## src/rtl/parity_pkg.sv

```systemverilog
// Shared definitions for the frame parity unit: FSM state encoding,
// mode constants and the count-width helper.
package parity_pkg;

    // FSM states; encoding 2'd3 is unused and recovers to S_IDLE.
    typedef enum logic [1:0] {
        S_IDLE  = 2'd0,
        S_ACCUM = 2'd1,
        S_DONE  = 2'd2
    } state_e;

    // Frame mode, sampled on the first word of each frame.
    localparam logic MODE_GEN = 1'b0;
    localparam logic MODE_CHK = 1'b1;

    // Width needed to hold a word count from 0 up to max_words inclusive.
    function automatic int cw_of(input int max_words);
        return $clog2(max_words + 1);
    endfunction

endpackage

```

## src/rtl/parity_reduce.sv

```systemverilog
// Combinational XOR reduction of one data word to a single parity bit.
// This is the WIDTH-input generalisation of the 3-input odd-function gate.
module parity_reduce #(
    parameter int WIDTH = 8
) (
    input  logic [WIDTH-1:0] data,
    output logic             parity
);

    // Fold all bits of the word with XOR.
    function automatic logic xor_fold(input logic [WIDTH-1:0] v);
        logic p;
        p = 1'b0;
        for (int i = 0; i < WIDTH; i++) begin
            p = p ^ v[i];
        end
        return p;
    endfunction

    assign parity = xor_fold(data);

endmodule

```

## src/rtl/parity_frame_unit.sv

```systemverilog
// Frame parity unit: accepts WIDTH-bit words over valid/ready, accumulates
// one parity bit per frame (closed by In_last or by reaching MAX_WORDS) and
// presents the result, held until consumed. In check mode the result is
// compared against the parity bit supplied with the closing word.
module parity_frame_unit
    import parity_pkg::*;
#(
    parameter int  WIDTH     = 8,
    parameter int  MAX_WORDS = 16,
    parameter bit  ODD       = 1'b0,
    localparam int CW        = cw_of(MAX_WORDS)
) (
    input  logic             Clock,
    input  logic             Reset,
    input  logic             In_valid,
    output logic             In_ready,
    input  logic [WIDTH-1:0] In_data,
    input  logic             In_last,
    input  logic             Mode,
    input  logic             In_par,
    output logic             Out_valid,
    input  logic             Out_ready,
    output logic             Out_parity,
    output logic             Out_error,
    output logic             Out_ovf,
    output logic [CW-1:0]    Out_count
);

    // Per-word parity from the reduction sub-module.
    logic          word_par_s;

    // Frame state and accumulators.
    state_e        state_r;
    logic          acc_r;
    logic [CW-1:0] count_r;
    logic          mode_r;

    // Output registers; In_ready is registered too and mirrors state != DONE.
    logic          ready_r;
    logic          valid_r;
    logic          parity_r;
    logic          error_r;
    logic          ovf_r;
    logic [CW-1:0] out_count_r;

    // Next-value terms for the beat being accepted this cycle.
    logic          beat_s;
    logic          acc_next_s;
    logic [CW-1:0] count_next_s;
    logic          mode_eff_s;
    logic          at_max_s;
    logic          close_s;
    logic          err_next_s;

    parity_reduce #(
        .WIDTH (WIDTH)
    ) u_reduce (
        .data   (In_data),
        .parity (word_par_s)
    );

    // Compute accumulator, count and error as they would be after a beat now.
    always_comb begin
        beat_s = In_valid & ready_r;
        case (state_r)
            S_IDLE: begin
                // First word of a frame: load accumulator, take Mode directly.
                acc_next_s   = word_par_s;
                count_next_s = CW'(1);
                mode_eff_s   = Mode;
            end
            S_ACCUM: begin
                acc_next_s   = acc_r ^ word_par_s;
                count_next_s = count_r + CW'(1);
                mode_eff_s   = mode_r;
            end
            default: begin
                acc_next_s   = acc_r;
                count_next_s = count_r;
                mode_eff_s   = mode_r;
            end
        endcase
        at_max_s   = (count_next_s == CW'(MAX_WORDS));
        close_s    = In_last | at_max_s;
        err_next_s = (In_par != (acc_next_s ^ ODD)) & (mode_eff_s == MODE_CHK);
    end

    // Frame FSM with accumulator, counter and registered result outputs.
    always_ff @(posedge Clock) begin
        if (Reset) begin
            state_r     <= S_IDLE;
            acc_r       <= 1'b0;
            count_r     <= '0;
            mode_r      <= MODE_GEN;
            ready_r     <= 1'b1;
            valid_r     <= 1'b0;
            parity_r    <= 1'b0;
            error_r     <= 1'b0;
            ovf_r       <= 1'b0;
            out_count_r <= '0;
        end else begin
            case (state_r)
                S_IDLE, S_ACCUM: begin
                    if (beat_s) begin
                        acc_r   <= acc_next_s;
                        count_r <= count_next_s;
                        if (state_r == S_IDLE) begin
                            mode_r <= Mode;
                        end
                        if (close_s) begin
                            // Closing beat: latch the result; a last on the
                            // MAX_WORDS beat is a normal close, not overflow.
                            state_r     <= S_DONE;
                            ready_r     <= 1'b0;
                            valid_r     <= 1'b1;
                            parity_r    <= acc_next_s ^ ODD;
                            error_r     <= err_next_s;
                            ovf_r       <= ~In_last;
                            out_count_r <= count_next_s;
                        end else begin
                            state_r <= S_ACCUM;
                        end
                    end
                end
                S_DONE: begin
                    // Result held until taken; no new beat in the same cycle.
                    if (Out_ready) begin
                        state_r <= S_IDLE;
                        ready_r <= 1'b1;
                        valid_r <= 1'b0;
                    end
                end
                default: begin
                    // Unused encoding: drop any partial frame and restart.
                    state_r <= S_IDLE;
                    acc_r   <= 1'b0;
                    count_r <= '0;
                    ready_r <= 1'b1;
                    valid_r <= 1'b0;
                end
            endcase
        end
    end

    assign In_ready   = ready_r;
    assign Out_valid  = valid_r;
    assign Out_parity = parity_r;
    assign Out_error  = error_r;
    assign Out_ovf    = ovf_r;
    assign Out_count  = out_count_r;

endmodule

```

## config.mk

```make
export PLATFORM = sky130hd
export DESIGN_NAME = parity_frame_unit
export DESIGN_NICKNAME = d
export VERILOG_FILES = /design/src/rtl/parity_pkg.sv /design/src/rtl/parity_reduce.sv /design/src/rtl/parity_frame_unit.sv
export SDC_FILE = /design/constraint.sdc
export NUM_CORES = 1
export LEC_CHECK = 0
export CAP_MARGIN = 20
export CORE_ASPECT_RATIO = 0.6
export CORE_UTILIZATION = 40
export DETAILED_ROUTE_END_ITERATION = 10
export GPL_TIMING_DRIVEN = 0
export HOLD_SLACK_MARGIN = 0.06
export PLACE_DENSITY = 0.68
export REMOVE_ABC_BUFFERS = 1
export SLEW_MARGIN = 20
export SYNTH_ARGS = -nofsm -noshare
export SYNTH_HDL_FRONTEND = slang
export SYNTH_HIERARCHICAL = 1
export SYNTH_SLANG_ARGS = --single-unit
```

## constraint.sdc

```tcl
create_clock -name Clock -period 1.85 [get_ports Clock]
set_input_delay 0.2775 -clock Clock [delete_from_list [all_inputs] [get_ports Clock]]
set_output_delay 0.2775 -clock Clock [all_outputs]
set_load 0.005 [all_outputs]
```

==> results by group <==
Run status
  • Outcome: complete, no violations

Cells and area
  • Nets: 188
  • Layout cells sized above 1: 0.275
  • Area growth syn-to-layout: 50.6%
  • Fillers: 205
  • Final core occ: 0.649
  • # diodes: 0

Detailed routing
  • Via density: 5.24
  • Drt total wl: 2810 um
  • First DRT Iteration DRCs: 42
  • Wirelength per Cell: 13.9 um
  • Drt drc: 0
  • DRT Pass-1 Iters: 4
  • Routed via count: 1063
  • DRT antenna net count: 0

Power
  • Net Sw Power: 319 uW
  • Cell internal pwr: 783 uW
  • Leak pwr: 0.639 nW
  • VDD IR max: 0.000395 V
  • Sw frac: 0.289
  • Comb pwr share: 0.314
  • Pwr/cell area: 659 mW/mm2
  • Total power draw: 1.10 mW
  • Power share of the clock group: 0.269
  • Flop pwr share: 0.416

Global routing
  • GRT overflow: 0
  • Largest net degree at the start of global routing: 27
  • GRT Total Usage: 0.202
  • First-pass GRT wire length: 4630 um
  • Vias in the first global route: 991
  • Initial antenna violation count: 0

Clock network
  • Hold buffers post-CTS: 0
  • CTS Buffer Depth: 2
  • Clock-pin slew on the worst setup and hold paths: 0.08 ns
  • Num CTS Buffers: 3
  • H-tree depth: 1
  • # clock sinks: 19
  • Skew-Pair Late Insertion Delay: 0.26 ns
  • Root Driver: clkbuf_8
  • TritonCTS clock tree: yes

Worst setup path
  • WP data arrival: 1.99 ns
  • CP Launch Type: register
  • Worst setup EP type: register
  • CP delay by family, top: compound AO/OA/AOI/OAI gates
  • Crit Path Class: register to register
  • Crit Path Max Fanout: 7
  • CP max stage cell: dfxtp_4
  • Crit-path cells: ha_4 > nor2b_1 > o21ai_1 > nand4_4 > o31ai_4 > buf_6 > mux2_4
  • Crit path required time: 2.00 ns
  • Slowest cell delay on critical path: 0.39 ns
  • CP bufs+invs: 1

Timing
  • Final setup vio count: 0
  • Fin crit period: 1.84 ns
  • Hold Vio Cnt, Final: 0
  • Maximum clock frequency: 544 MHz
  • Final Slew Violations: 0
  • Final period util: 0.994
  • Setup skew after layout: 0.00631 ns
  • RSZ-0062 raised after global routing: yes
  • Slew @ Worst Pin: 0.947 ns
  • Slew margin rel.: 0.366

Logic synthesis
  • Post-Synthesis Cells: 130
  • Post-synth EDFFs: 0
  • Main flop type after synthesis: dfxtp_1
  • Seq/Total Area, Yosys: 0.343
  • #FFs+latches synth: 19
  • Mapped cell area: 0.00111 mm2
  • Asr flop ratio synth: 0
  • Post-synthesis cell type count: 42
  • Synth warnings: 6
  • Syn_area_per_cell: 8.54 um2

Floorplan
  • Ports: 25
  • Rows: 14
  • Core area: 0.00257 mm2
  • Die extent in y: 42.8 um
  • Die width: 70 um
  • Die ar.: 0.00300 mm2
  • Initial Utilization: 0.431

Flow run
  • MaxCap Viol Count: 0

Placed design
  • Gp weighted congestion: 0.876
  • Port Buffers: 24
  • Post-DP HPWL: 1660 um

Worst hold path
  • Hold Path Class: register to register
cells in the final DEF, fill, tap and decap left out, types with 4 or more instances in the layout:
cell type        synthesis  final
nor2b_1                  8      7
dfxtp_4                  0      4
buf_4                    0     16
mux2_4                   4      5
nand2_1                  9      8
clkdlybuf4s50_1          0     22
dfxtp_1                 19     15
nor2_1                  17     17
nand2b_1                 6      6
xnor2_1                  6      5
a21oi_1                 14     12
cell families (layout without fill, tap and decap cells):
family                     Yosys count  in the layout  share of synthesized area
and+or+nand+nor                     52             52                      0.240
AOI/OAI and AO/OA                   33             33                      0.206
DFF                                 19             19                      0.343
xor gates and xnor gates             8              8                     0.0631
muxes                                9              9                      0.101
buffers and inverters                8             49                     0.0349
adders and majority gates            1              1                     0.0113
per-layer routing:
metal / share of wire / track usage / vias up
met5: 0 / 0 / -
met4: 0.010 / 0.0600 / 0
met3: 0.037 / 0.0618 / 5
met2: 0.45 / 0.335 / 17
met1: 0.50 / 0.254 / 503
li1: - / - / 538
synth_stat cells (2+ instances only):
master	count	share of area
nand2b_1	6	0.034
inv_1	3	0.010
nand2_1	9	0.030
clkbuf_1	2	0.0068
xor2_1	2	0.016
a21oi_1	14	0.063
nor2_1	17	0.057
or3_1	2	0.011
mux2i_1	3	0.027
o21a_1	3	0.020
o21ai_0	3	0.014
mux2_4	4	0.054
dfxtp_1	19	0.34
nand3_1	3	0.014
xnor2_1	6	0.047
nor2b_1	8	0.045
flip-flops by register name, summed over array words and instances, names as in the netlist:
name,count
Out_count,5
count_r,5
state_r,2
In_ready,1
Out_error,1
Out_ovf,1
Out_parity,1
Out_valid,1
acc_r,1
mode_r,1
timing repair:
| action | in CTS | in global routing |
|---|---|---|
| setup endpoints to repair | 12 | 8 |
| gates resized for setup | 17 | 13 |
| endpoints found under the hold margin | 0 | 0 |
| pin swaps | 9 | 9 |
| setup buffers | 14 | 4 |
stage by stage:
step	setup WS [ns]	area [um2]	cells	TNS [ns]	hold slack, ns
2_1_floorplan	-0.100	1080	125	-0.459	0.347
3_3_place_gp	-0.584	1360	181	-4.88	0.447
3_5_place_dp	-0.577	1360	181	-5.04	0.465
4_1_cts	-0.0195	1580	199	-0.0583	0.482
5_1_grt	-0.0836	1670	203	-0.387	0.486
6_report	0.0114	1670	203	0	0.474
cell type report:
| class | instances | area (um2) | area share |
|---|---|---|---|
| flip-flops and latches | 19 | 395 | 0.237 |
| multi-input cells | 103 | 792 | 0.474 |
| clock buffers | 4 | 45.0 | 0.0269 |
| well taps | 32 | 40.0 | 0.0240 |
| inverters | 3 | 11.3 | 0.00674 |
| repair buffers | 42 | 388 | 0.232 |
final timing paths:
kind / slack (ns) / endpoint / start / depth (start not counted)
max reg2reg: 0.01 / Out_count[2] / count_r[0] / 7
min reg2reg: 0.47 / Out_ovf / Out_ovf / 1
min: 0.47 / Out_ovf / Out_ovf / 1
max: 0.01 / Out_count[2] / count_r[0] / 7
power by group through the flow:
stage / Sequential (mW) / Clock [mW] / Combinational [mW]
6_report: 0.459 / 0.297 / 0.346
3_5_place_dp: 0.471 / 0 / 0.233
4_1_cts: 0.460 / 0.307 / 0.303
3_3_place_gp: 0.470 / 0 / 0.225
5_1_grt: 0.461 / 0.324 / 0.379
2_1_floorplan: 0.466 / 0 / 0.145
Note: power is estimated with default switching activity, not from simulation.
